**src/rtl/reservation_station_param.sv**
```systemverilog
// reservation_station_param: age-ordered reservation station with CDB wakeup/bypass, registered issue port and flush
module reservation_station_param #(
  parameter int DEPTH  = 4,
  parameter int DATA_W = 16,
  parameter int TAG_W  = 4,
  parameter int OPC_W  = 4,
  parameter int IMM_W  = 8,
  parameter int NCDB   = 4
) (
  input  logic                       clk,
  input  logic                       rst_n,
  input  logic                       flush,
  input  logic                       in_valid,
  output logic                       in_ready,
  input  logic [TAG_W-1:0]           in_tag,
  input  logic [OPC_W-1:0]           in_opcode,
  input  logic [IMM_W-1:0]           in_imm,
  input  logic [TAG_W-1:0]           in_src1_tag,
  input  logic [TAG_W-1:0]           in_src2_tag,
  input  logic [DATA_W-1:0]          in_src1_val,
  input  logic [DATA_W-1:0]          in_src2_val,
  input  logic                       in_src1_rdy,
  input  logic                       in_src2_rdy,
  input  logic [NCDB-1:0]            cdb_valid,
  input  logic [NCDB*TAG_W-1:0]      cdb_tag,
  input  logic [NCDB*DATA_W-1:0]     cdb_data,
  output logic                       out_valid,
  input  logic                       out_ready,
  output logic [TAG_W-1:0]           out_tag,
  output logic [OPC_W-1:0]           out_opcode,
  output logic [IMM_W-1:0]           out_imm,
  output logic [DATA_W-1:0]          out_val1,
  output logic [DATA_W-1:0]          out_val2,
  output logic [$clog2(DEPTH+1)-1:0] count
);
  localparam int IW = $clog2(DEPTH);
  localparam int CW = $clog2(DEPTH+1);
  logic [DEPTH-1:0]  v_q, v_d, s1r_q, s1r_d, s2r_q, s2r_d, rdy;
  logic [TAG_W-1:0]  tag_q [DEPTH], tag_d [DEPTH], s1t_q [DEPTH], s1t_d [DEPTH], s2t_q [DEPTH], s2t_d [DEPTH];
  logic [OPC_W-1:0]  opc_q [DEPTH], opc_d [DEPTH];
  logic [IMM_W-1:0]  imm_q [DEPTH], imm_d [DEPTH];
  logic [DATA_W-1:0] s1v_q [DEPTH], s1v_d [DEPTH], s2v_q [DEPTH], s2v_d [DEPTH];
  // older_q[i][j] set means entry j was allocated before entry i
  logic [DEPTH-1:0]  older_q [DEPTH], older_d [DEPTH];
  logic              ov_q, ov_d;
  logic [TAG_W-1:0]  otag_q, otag_d;
  logic [OPC_W-1:0]  oopc_q, oopc_d;
  logic [IMM_W-1:0]  oimm_q, oimm_d;
  logic [DATA_W-1:0] ov1_q, ov1_d, ov2_q, ov2_d;
  logic [CW-1:0]     count_q, count_d;
  logic [IW-1:0]     sel, fre;
  logic              wr, ld;
  assign in_ready   = count_q < CW'(DEPTH);
  assign out_valid  = ov_q;
  assign out_tag    = otag_q;
  assign out_opcode = oopc_q;
  assign out_imm    = oimm_q;
  assign out_val1   = ov1_q;
  assign out_val2   = ov2_q;
  assign count      = count_q;
  always_comb begin
    rdy = v_q & s1r_q & s2r_q;
    sel = '0;
    fre = '0;
    for (int i = DEPTH-1; i >= 0; i--) begin
      if (rdy[i] && !(|(rdy & older_q[i]))) sel = IW'(i);
      if (!v_q[i]) fre = IW'(i);
    end
    wr = in_valid & in_ready;
    ld = (!ov_q | out_ready) & (|rdy);
    v_d = v_q; s1r_d = s1r_q; s2r_d = s2r_q;
    tag_d = tag_q; opc_d = opc_q; imm_d = imm_q;
    s1t_d = s1t_q; s2t_d = s2t_q; s1v_d = s1v_q; s2v_d = s2v_q;
    older_d = older_q;
    ov_d = ov_q; otag_d = otag_q; oopc_d = oopc_q; oimm_d = oimm_q; ov1_d = ov1_q; ov2_d = ov2_q;
    // descending port scan lets the lowest matching port win
    for (int i = 0; i < DEPTH; i++)
      for (int k = NCDB-1; k >= 0; k--) begin
        if (v_q[i] && !s1r_q[i] && cdb_valid[k] && cdb_tag[k*TAG_W +: TAG_W] == s1t_q[i]) begin
          s1r_d[i] = 1'b1;
          s1v_d[i] = cdb_data[k*DATA_W +: DATA_W];
        end
        if (v_q[i] && !s2r_q[i] && cdb_valid[k] && cdb_tag[k*TAG_W +: TAG_W] == s2t_q[i]) begin
          s2r_d[i] = 1'b1;
          s2v_d[i] = cdb_data[k*DATA_W +: DATA_W];
        end
      end
    if (ld) begin
      v_d[sel] = 1'b0;
      ov_d = 1'b1;
      otag_d = tag_q[sel];
      oopc_d = opc_q[sel];
      oimm_d = imm_q[sel];
      ov1_d = s1v_q[sel];
      ov2_d = s2v_q[sel];
    end else if (out_ready) ov_d = 1'b0;
    if (wr) begin
      v_d[fre] = 1'b1;
      tag_d[fre] = in_tag;
      opc_d[fre] = in_opcode;
      imm_d[fre] = in_imm;
      s1t_d[fre] = in_src1_tag;
      s2t_d[fre] = in_src2_tag;
      s1r_d[fre] = in_src1_rdy;
      s2r_d[fre] = in_src2_rdy;
      s1v_d[fre] = in_src1_val;
      s2v_d[fre] = in_src2_val;
      for (int k = NCDB-1; k >= 0; k--) begin
        if (!in_src1_rdy && cdb_valid[k] && cdb_tag[k*TAG_W +: TAG_W] == in_src1_tag) begin
          s1r_d[fre] = 1'b1;
          s1v_d[fre] = cdb_data[k*DATA_W +: DATA_W];
        end
        if (!in_src2_rdy && cdb_valid[k] && cdb_tag[k*TAG_W +: TAG_W] == in_src2_tag) begin
          s2r_d[fre] = 1'b1;
          s2v_d[fre] = cdb_data[k*DATA_W +: DATA_W];
        end
      end
      older_d[fre] = v_q;
      for (int i = 0; i < DEPTH; i++) older_d[i][fre] = 1'b0;
    end
    if (flush) begin
      v_d = '0;
      ov_d = 1'b0;
    end
    count_d = flush ? '0 : count_q + CW'(wr) - CW'(ld);
  end
  always_ff @(posedge clk or negedge rst_n)
    if (!rst_n) begin
      v_q <= '0; s1r_q <= '0; s2r_q <= '0;
      tag_q <= '{default: '0}; opc_q <= '{default: '0}; imm_q <= '{default: '0};
      s1t_q <= '{default: '0}; s2t_q <= '{default: '0};
      s1v_q <= '{default: '0}; s2v_q <= '{default: '0};
      older_q <= '{default: '0};
      ov_q <= 1'b0; otag_q <= '0; oopc_q <= '0; oimm_q <= '0; ov1_q <= '0; ov2_q <= '0;
      count_q <= '0;
    end else begin
      v_q <= v_d; s1r_q <= s1r_d; s2r_q <= s2r_d;
      tag_q <= tag_d; opc_q <= opc_d; imm_q <= imm_d;
      s1t_q <= s1t_d; s2t_q <= s2t_d;
      s1v_q <= s1v_d; s2v_q <= s2v_d;
      older_q <= older_d;
      ov_q <= ov_d; otag_q <= otag_d; oopc_q <= oopc_d; oimm_q <= oimm_d; ov1_q <= ov1_d; ov2_q <= ov2_d;
      count_q <= count_d;
    end
endmodule

```
**config.mk**
```make
export PLATFORM = sky130hd
export DESIGN_NAME = reservation_station_param
export DESIGN_NICKNAME = d
export VERILOG_FILES = /design/src/rtl/reservation_station_param.sv
export SDC_FILE = /design/constraint.sdc
export NUM_CORES = 1
export LEC_CHECK = 0
export CAP_MARGIN = 15
export CORE_AREA = 2 2 216 218
export CTS_CLUSTER_SIZE = 20
export DETAILED_ROUTE_END_ITERATION = 7
export DIE_AREA = 0 0 218 220
export MAX_ROUTING_LAYER = met4
export PLACE_DENSITY = 0.67
export SYNTH_ARGS = -nofsm -noshare
export SYNTH_HDL_FRONTEND = slang
export SYNTH_SLANG_ARGS = --single-unit
```
**constraint.sdc**
```tcl
create_clock -name clk -period 3.4 [get_ports clk]
set_input_delay 0.34 -clock clk [delete_from_list [all_inputs] [get_ports clk]]
set_output_delay 0.34 -clock clk [all_outputs]
set_load 0.03 [all_outputs]
```
Word level (Yosys, flattened, before mapping)
Index checks and enable logic that the tools add are counted.

storage, ports and cells
  output and inout port bits = 53
  register bits = 304
  word-level logic and storage cells = 389
  latch bits = 0
  memories kept = 0
  ROM bits = 0
  RAM bits = 0

cells by class
  multiply operators = 0
  shifts and indexed selects = 0
  multiplexer cells = 154
  equal/unequal tests = 40
  bitwise operators = 27
  order comparisons = 8
  reduce and logical (&&, ||, !) cells = 116
  divide/modulo/power cells = 0
  add/subtract/negate cells = 2

operator list
  kind                                         count
  64-bit two-way mux                           16
  64-bit bitwise mux                           10
  16-bit two-way mux                           37
  4-bit equality test                          40
  4-bit two-way mux                            24
  1-bit logical AND                            95
  16-bit bitwise mux                           5
  16-bit binary-select mux with 2-bit select   2
  4-bit bitwise AND                            11
  1-bit two-way mux                            37
  4-bit bitwise OR                             9
  32-bit bitwise mux                           1
  16-bit demux with 2-bit select               1
  8-bit two-way mux                            3
  4-bit OR reduction                           5
  4-bit binary-select mux with 2-bit select    2
  8-bit binary-select mux with 2-bit select    1
  8-bit demux with 2-bit select                1
  2-bit two-way mux                            8
  1-bit logical NOT                            15
  4-bit bitwise mux                            2
  4-bit demux with 2-bit select                1
  4-bit inverter                               2
  3-bit >= comparator (second input constant)  2
  other kinds (12)                             17

Logic depth before layout (Yosys ltp)
Gate-level depths: netlist of run 1.

  depth after elaboration = 22
  gate-level depth with buffers = 12

Worst setup path after synthesis of run 1
Ideal clock, no wire load.

  path type = register to register
  start point = register count_q[2] (netlist: count[2])
  end point = register count_q[2] (netlist: count[2])
  period minus slack after synthesis = 2.765 ns
  library setup time = 0.119 ns
  buffers on the path = 3
  setup slack = 0.635 ns
  stages on the path, launching flop included = 13
  data arrival time = 2.646 ns
  cells stage by stage = dfrtp_1 > nor2b_1 > clkbuf_1 > inv_2 > clkbuf_1 > clkbuf_1 > ha_1 > inv_1 > ha_1 > fa_1 > xnor2_1 > xnor2_1 > nor2_1

on the way
  word-level cells in the longest chain between the ends = 5

RTL lines
  element                                          RTL line  RTL
  from (decl)                                      50        logic [CW-1:0] count_q, count_d;
  from (signal assigned)                           143       count_q <= count_d;
  3-bit < comparator                               53        assign in_ready = count_q < CW'(DEPTH);
  1-bit bitwise AND                                69        wr = in_valid & in_ready;
  3-bit by 1-bit adder with 3-bit output (*)       125       count_d = flush ? '0 : count_q + CW'(wr) - CW'(ld);
  3-bit by 1-bit subtractor with 3-bit output (*)  125
  3-bit two-way mux (*)                            125
  via count_d[2]                                   50

The timed path passes the listed nets; every way through them passes the cells marked *.
A chain may end at the register's enable or synchronous reset.

==> metrics.md, run 1 <==
| Metric | Value |
|---|---|
| Final non-filler cell total | `3,491` |
| CTS tree | `yes` |
| Data required time of the worst path | `3830 ps` |
| Worst Tran Pin Value | `1076 ps` |
| Starting Density | `0.4914` |
| Crit share post-route | `0.8538` |
| CP max FO | `36` |
| Routed vias/inst | `6.927` |
| Cts bufs inserted | `38` |
| Headroom to the max-slew limit | `0.2799` |
| DP HPWL | `72.26 mm` |
| Post-synth EDFFs | `0` |
| P&R area growth vs syn | `19.56%` |
| Final net count | `3,005` |
| Fin. max-slew vios | `0` |
| Crit path DAT | `3330 ps` |
| Mapped Nets | `2,887` |
| Post-synth cell types | `89` |
| Area share of the leading cell type in the synthesized netlist | `0.3375` |
| Site Rows | `79` |
| Postcts setup bufs | `0` |
| Maxcap violations | `0` |
| Die H | `220 um` |
| Clock sinks | `304` |
| Worst-Skew Late Latency | `580 ps` |
| Clock Root Buffer | `clkbuf_16` |
| Final Hold Viols | `0` |
| Max rail drop VDD | `586.2 uV` |
| Synth top area cells | `dfrtp_1, mux2i_1, nand2_1` |
| Fin Setup TNS | `0 ps` |
| Endpoints failing setup | `0` |
| Post-Place Worst Slack | `186.5 ps` |
| Vias in the first global route | `23,218` |
| Pleak | `11.78 nW` |
| DRC | `0` |
| Routed WL | `104.5 mm` |
| Flops & latches, synth | `304` |
| DR pass1 iterations | `8` |
| Boundary Pins | `200` |
| DRT iter0 DRCs | `3,496` |
| Mean area per synthesized cell | `8.235 um2` |
| Die area | `47,960 um2` |
| Total gr overflow | `0` |
| H-Tree Level Count | `2` |
| Wire per inst | `29.94 um` |
| CP Class | `reg2reg` |
| Top FF cell, synth | `dfrtp_1` |
| CTS max path bufs | `3` |
| Mapped Cells | `2,737` |
| PortBufs | `199` |
| Layout cells sized above 1 | `0.1093` |
| Core box area | `45,860 um2` |
| Post-CTS Hold Fix Bufs | `1` |
| Critical path capture point type | `flop` |
| Antenna Nets Post-Route | `0` |
| CTS resizes | `0` |
| GRT Util Overall | `0.4419` |
| Yosys warnings | `0` |
| Min Hold Slack | `382.7 ps` |
| Worst Setup Slack, final | `497.1 ps` |
| P per Cell Area | `633.3 nW/um2` |
| First-pass GRT wire length | `151.8 mm` |
| Global placement routability congestion | `1.059` |
| Cell taking the most area after synthesis | `dfrtp_1` |
| Clock-pin slew on the worst setup and hold paths | `60 ps` |
| Antenna violations before repair | `4` |
| Synthesized area | `22,540 um2` |
| Sequential area share after synthesis | `0.3375` |
| HP Class | `in2reg` |
| Async S/R FF share, synth | `1.000` |
| Worst Clk Skew | `26.06 ps` |
| Crit path launch type | `flop` |
| Vias | `24,183` |
| Largest net degree at the start of global routing | `87` |
| Tmin final | `2903 ps` |
| RSZ-0062 raised after global routing | `false` |
| Chip Width | `218 um` |
| Max Clk Rate | `344.5 MHz` |
| Status | `complete, no violations` |
| Post-Place Cells | `3,421` |
==> cells in the final DEF (no fill, tap or decap), types with 29 or more instances in the layout <==
cell type,count
nor2_1,223
xnor2_1,60
clkdlybuf4s50_1,198
dfrtp_1,304
a211oi_1,169
o22ai_1,65
xor2_1,95
nor3_1,64
o211ai_1,29
nand2_1,457
nand3_1,60
o221ai_1,55
a21oi_1,132
o21ai_0,90
mux2i_1,216
clkbuf_16,38
buf_4,162
nand4_1,44
==> where the power goes <==
| group | internal, mW | switching [mW] | total (mW) | leakage, nW |
|---|---|---|---|---|
| sequential | 4.94 | 1.14 | 6.08 | 3.77 |
| clock | 2.73 | 1.74 | 4.47 | 0.646 |
| combinational | 2.78 | 3.73 | 6.52 | 7.36 |
==> Yosys cell counts (29+ instances only) <==
master,instances
nand2_1,461
dfrtp_1,304
nor2_1,227
mux2i_1,216
clkbuf_1,176
a211oi_1,169
a21oi_1,132
xor2_1,95
o21ai_0,90
buf_2,67
o22ai_1,65
nor3_1,64
nand3_1,61
xnor2_1,60
o221ai_1,55
nand4_1,44
buf_4,35
o211ai_1,29
==> sequential cells by signal, summed over array words and instances (netlist names), 8 cells and up <==
register  flops
older_q      16
s2v_q        64
out_val2     16
out_imm       8
tag_q        16
out_val1     16
s1v_q        64
s2t_q        16
opc_q        16
s1t_q        16
imm_q        32
==> worst paths after layout <==
| kind | from | end | slack (ps) | depth (start not counted) |
|---|---|---|---|---|
| max reg2reg | v_q[1] | s1v_q[26] | 500 | 7 |
| min | in_imm[0] | imm_q[24] | 380 | 3 |
| min in group asynchronous | rst_n | s2v_q[53] | 390 | 2 |
| max | v_q[1] | s1v_q[26] | 500 | 7 |
| max in group asynchronous | rst_n | s1t_q[2] | 2100 | 3 |
| min reg2reg | imm_q[17] | imm_q[17] | 470 | 2 |
==> kinds of logic after synthesis <==
| logic type | count (synthesis) | synth area share |
|---|---|---|
| AO/OA/AOI/OAI | 743 | 0.2328 |
| XOR/XNOR | 159 | 0.06312 |
| adder cells (fa/ha/maj) | 3 | 0.001998 |
| buffers and inverters | 323 | 0.06734 |
| flip-flops | 304 | 0.3375 |
| multiplexers | 218 | 0.09693 |
| AND/OR/NAND/NOR | 987 | 0.2002 |
==> layer usage <==
metal  global-route usage  up-vias  part of all wire
li1                     -    10195                 -
met1               0.5506    11567              0.38
met2               0.6490     1894              0.43
met3               0.1041      527              0.12
met4               0.2732        0             0.072
met5                    -        -                 0
==> worst max-delay path, cell delays in order (launching register included) <==
cell and delay, ps:
dfrtp_1 720, nand2_1 420, nor3_4 400, buf_4 560, nand2_1 100, buf_4 220
a211oi_1 230, a211oi_1 90
==> stage by stage <==
stage | util | cell area (um2) | total power [mW]
6_report | 0.5875 | 26950 | 17.07
2_1_floorplan | - | 22540 | 10.07
4_1_cts | 0.5874 | 26940 | 16.95
3_5_place_dp | 0.5579 | 25590 | 12.46
5_1_grt | 0.5875 | 26950 | 17.84
3_3_place_gp | 0.5579 | 25590 | 12.28
==> layout make-up <==
cell class / count / area [um2]
fillers: 4122 / 18920
multi-input cells: 2110 / 13490
flip-flops and latches: 304 / 7607
repair buffers: 385 / 3684
clock buffers: 50 / 1056
well taps: 607 / 759.5
clock inverters: 16 / 285.3
inverters: 16 / 60.06
diodes: 3 / 7.507
(Power assumes the default switching activity.)
==> run 2: changes to the inputs <==
--- a/config.mk
+++ b/config.mk
@@ -7,6 +7,7 @@
 export LEC_CHECK = 0
 export CAP_MARGIN = 15
 export CORE_AREA = 2 2 216 218
+export CTS_BUF_LIST = sky130_fd_sc_hd__clkbuf_4
 export CTS_CLUSTER_SIZE = 20
 export DETAILED_ROUTE_END_ITERATION = 7
 export DIE_AREA = 0 0 218 220
==> metrics.md, run 2 (synthesized netlist as in run 1, its figures left out) <==
| Metric | Value |
|---|---|
| Status | `complete, no violations` |
| Global placement routability congestion | `1.059` |
| Routed vias/inst | `6.840` |
| Wire per inst | `29.47 um` |
| Core box area | `45,860 um2` |
| Total power | `16.35 mW` |
| Worst-Skew Late Latency | `900 ps` |
| Layout cells sized above 1 | `0.1314` |
| Die area | `47,960 um2` |
| Combinational share of power | `0.399` |
| Pleak | `11.80 nW` |
| Core Util, Final | `0.5832` |
| Postcts setup bufs | `0` |
| CTS max path bufs | `3` |
| Starting Density | `0.4914` |
| Crit share post-route | `0.8408` |
| Maxcap violations | `0` |
| H-Tree Level Count | `3` |
| Final net count | `3,055` |
| Max rail drop VDD | `430.5 uV` |
| RSZ-0062 raised after global routing | `false` |
| CP max FO | `15` |
| Endpoints failing setup | `0` |
| Post-CTS Hold Fix Bufs | `1` |
| Final Hold Viols | `0` |
| Int Power | `9.712 mW` |
| Post-Place Cells | `3,421` |
| Fill cell count | `4,186` |
| Antenna violations before repair | `5` |
| HP Class | `in2async` |
| Largest regs | `s1v_q (64), s2v_q (64), imm_q (32)` |
| Tmin final | `2859 ps` |
| Max incr delay on CP | `780 ps` |
| Worst Tran Pin Value | `981.9 ps` |
| Switching share of power | `0.4060` |
| Commonest cells after routing, fill and taps aside | `nand2_1, dfrtp_1, nor2_1, mux2i_1, clkdlybuf4s50_1` |
| Most common cell after layout, fill and taps aside | `nand2_1` |
| Cts bufs inserted | `88` |
| Fin. max-slew vios | `0` |
| Vias | `24,432` |
| Placed cell areas | `25,590 um2` |
| Worst path slowest cell | `dfrtp_1` |
| Boundary Pins | `200` |
| Design area | `26,750 um2` |
| Fin Setup TNS | `0 ps` |
| Chip Width | `218 um` |
| Final non-filler cell total | `3,572` |
| Clock group share of total power | `0.229` |
| CTS resizes | `0` |
| Site Rows | `79` |
| Clock-pin slew on the worst setup and hold paths | `60 ps` |
| Worst Clk Skew | `74.66 ps` |
| Max Clk Rate | `349.8 MHz` |
| Critical path capture point type | `flop` |
| PortBufs | `199` |
| DRC | `0` |
| Vias in the first global route | `23,704` |
| Die H | `220 um` |
| Sequential share of power | `0.372` |
| Most frequent CP cell | `o21ai_0` |
| Clock sinks | `304` |
| Largest net degree at the start of global routing | `87` |
| DP HPWL | `72.26 mm` |
| Sw power | `6.637 mW` |
| Crit path DAT | `3620 ps` |
| Clock Root Buffer | `clkbuf_4` |
| Crit path cell chain | `and4b_1 > o2111ai_1 > o21ai_0 > nand2_1 > nand2_2 > buf_4 > o21ai_0 > a21oi_1` |
| Headroom to the max-slew limit | `0.3430` |
| Antenna Nets Post-Route | `0` |
| Data required time of the worst path | `4160 ps` |
| First-pass GRT wire length | `153.1 mm` |
| P&R area growth vs syn | `18.67%` |
| CP Class | `reg2reg` |
| GRT Util Overall | `0.4459` |
| Crit path launch type | `flop` |
| P per Cell Area | `611.3 nW/um2` |
| Routed WL | `105.3 mm` |
| Total gr overflow | `0` |
| DRT iter0 DRCs | `3,520` |
| DR pass1 iterations | `7` |
| CTS tree | `yes` |
run 2: cell count changes in the layout (fill, tap and decap cells not counted):
cell and change:
clkbuf_4 +126, clkbuf_16 -38, clkinv_1 +12, clkbuf_1 -6
clkbuf_8 -6, bufinv_16 -3, clkinvlp_4 -3, clkinv_8 -1
diode_2 +1, inv_6 -1
run 2: path summary, 6_finish.rpt:
check | slack, ps | cells past startpoint | to | from
worst max-delay path | 540 | 8 | v_q[0] | v_q[3]
worst min-delay path | 70 | 2 | s2v_q[53] | rst_n
worst max register to register | 540 | 8 | v_q[0] | v_q[3]
worst min register to register | 470 | 2 | imm_q[25] | imm_q[25]
max in group asynchronous | 2370 | 3 | s1t_q[4] | rst_n
min in group clk | 90 | 3 | imm_q[19] | in_imm[3]
run 2: through the flow:
step,hold WS (ps),worst slack [ps]
floorplan,44.41,635.1
global placement,419.2,214.1
detailed placement,424.9,186.5
CTS,31.23,613.1
global route,75.32,368.4
finish,74.93,541.3
run 2: final cells by class:
class | count | area [um2] | share of cell area
Antenna cell | 4 | 10.01 | 0.0003743
Clock buffer | 126 | 945.9 | 0.03537
Clock inverter | 20 | 192.7 | 0.007204
Inverter | 16 | 60.06 | 0.002246
Multi-Input combinational cell | 2110 | 13490 | 0.5043
Sequential cell | 304 | 7607 | 0.2844
Tap cell | 607 | 759.5 | 0.02840
Timing Repair Buffer | 385 | 3684 | 0.1377
run 2: critical path: cells and delay by family (launching register included):
kind | cells | cell delay [ps]
DFF | 1 | 780
buffers and inverters | 1 | 360
AOI/OAI and AO/OA | 4 | 750
and+or+nand+nor | 3 | 890
run 2: per-layer routing:
layer  wire, um  part of all wire  track usage  up-vias
li1           -                 -            -    10348
met1      40380              0.38       0.5489    11705
met2      45560              0.43       0.6510     1885
met3      12100              0.11       0.1095      494
met4       7236             0.069       0.2932        0
met5          0                 0            -        -
run 2: power groups by stage:
stage | logic (mW) | registers [mW] | clock network [mW]
finish | 6.52 | 6.08 | 3.75
global route | 6.99 | 6.20 | 4.00
CTS | 6.40 | 6.03 | 3.80
detailed placement | 6.37 | 6.09 | 0
global placement | 6.24 | 6.04 | 0
floorplan | 4.02 | 6.05 | 0
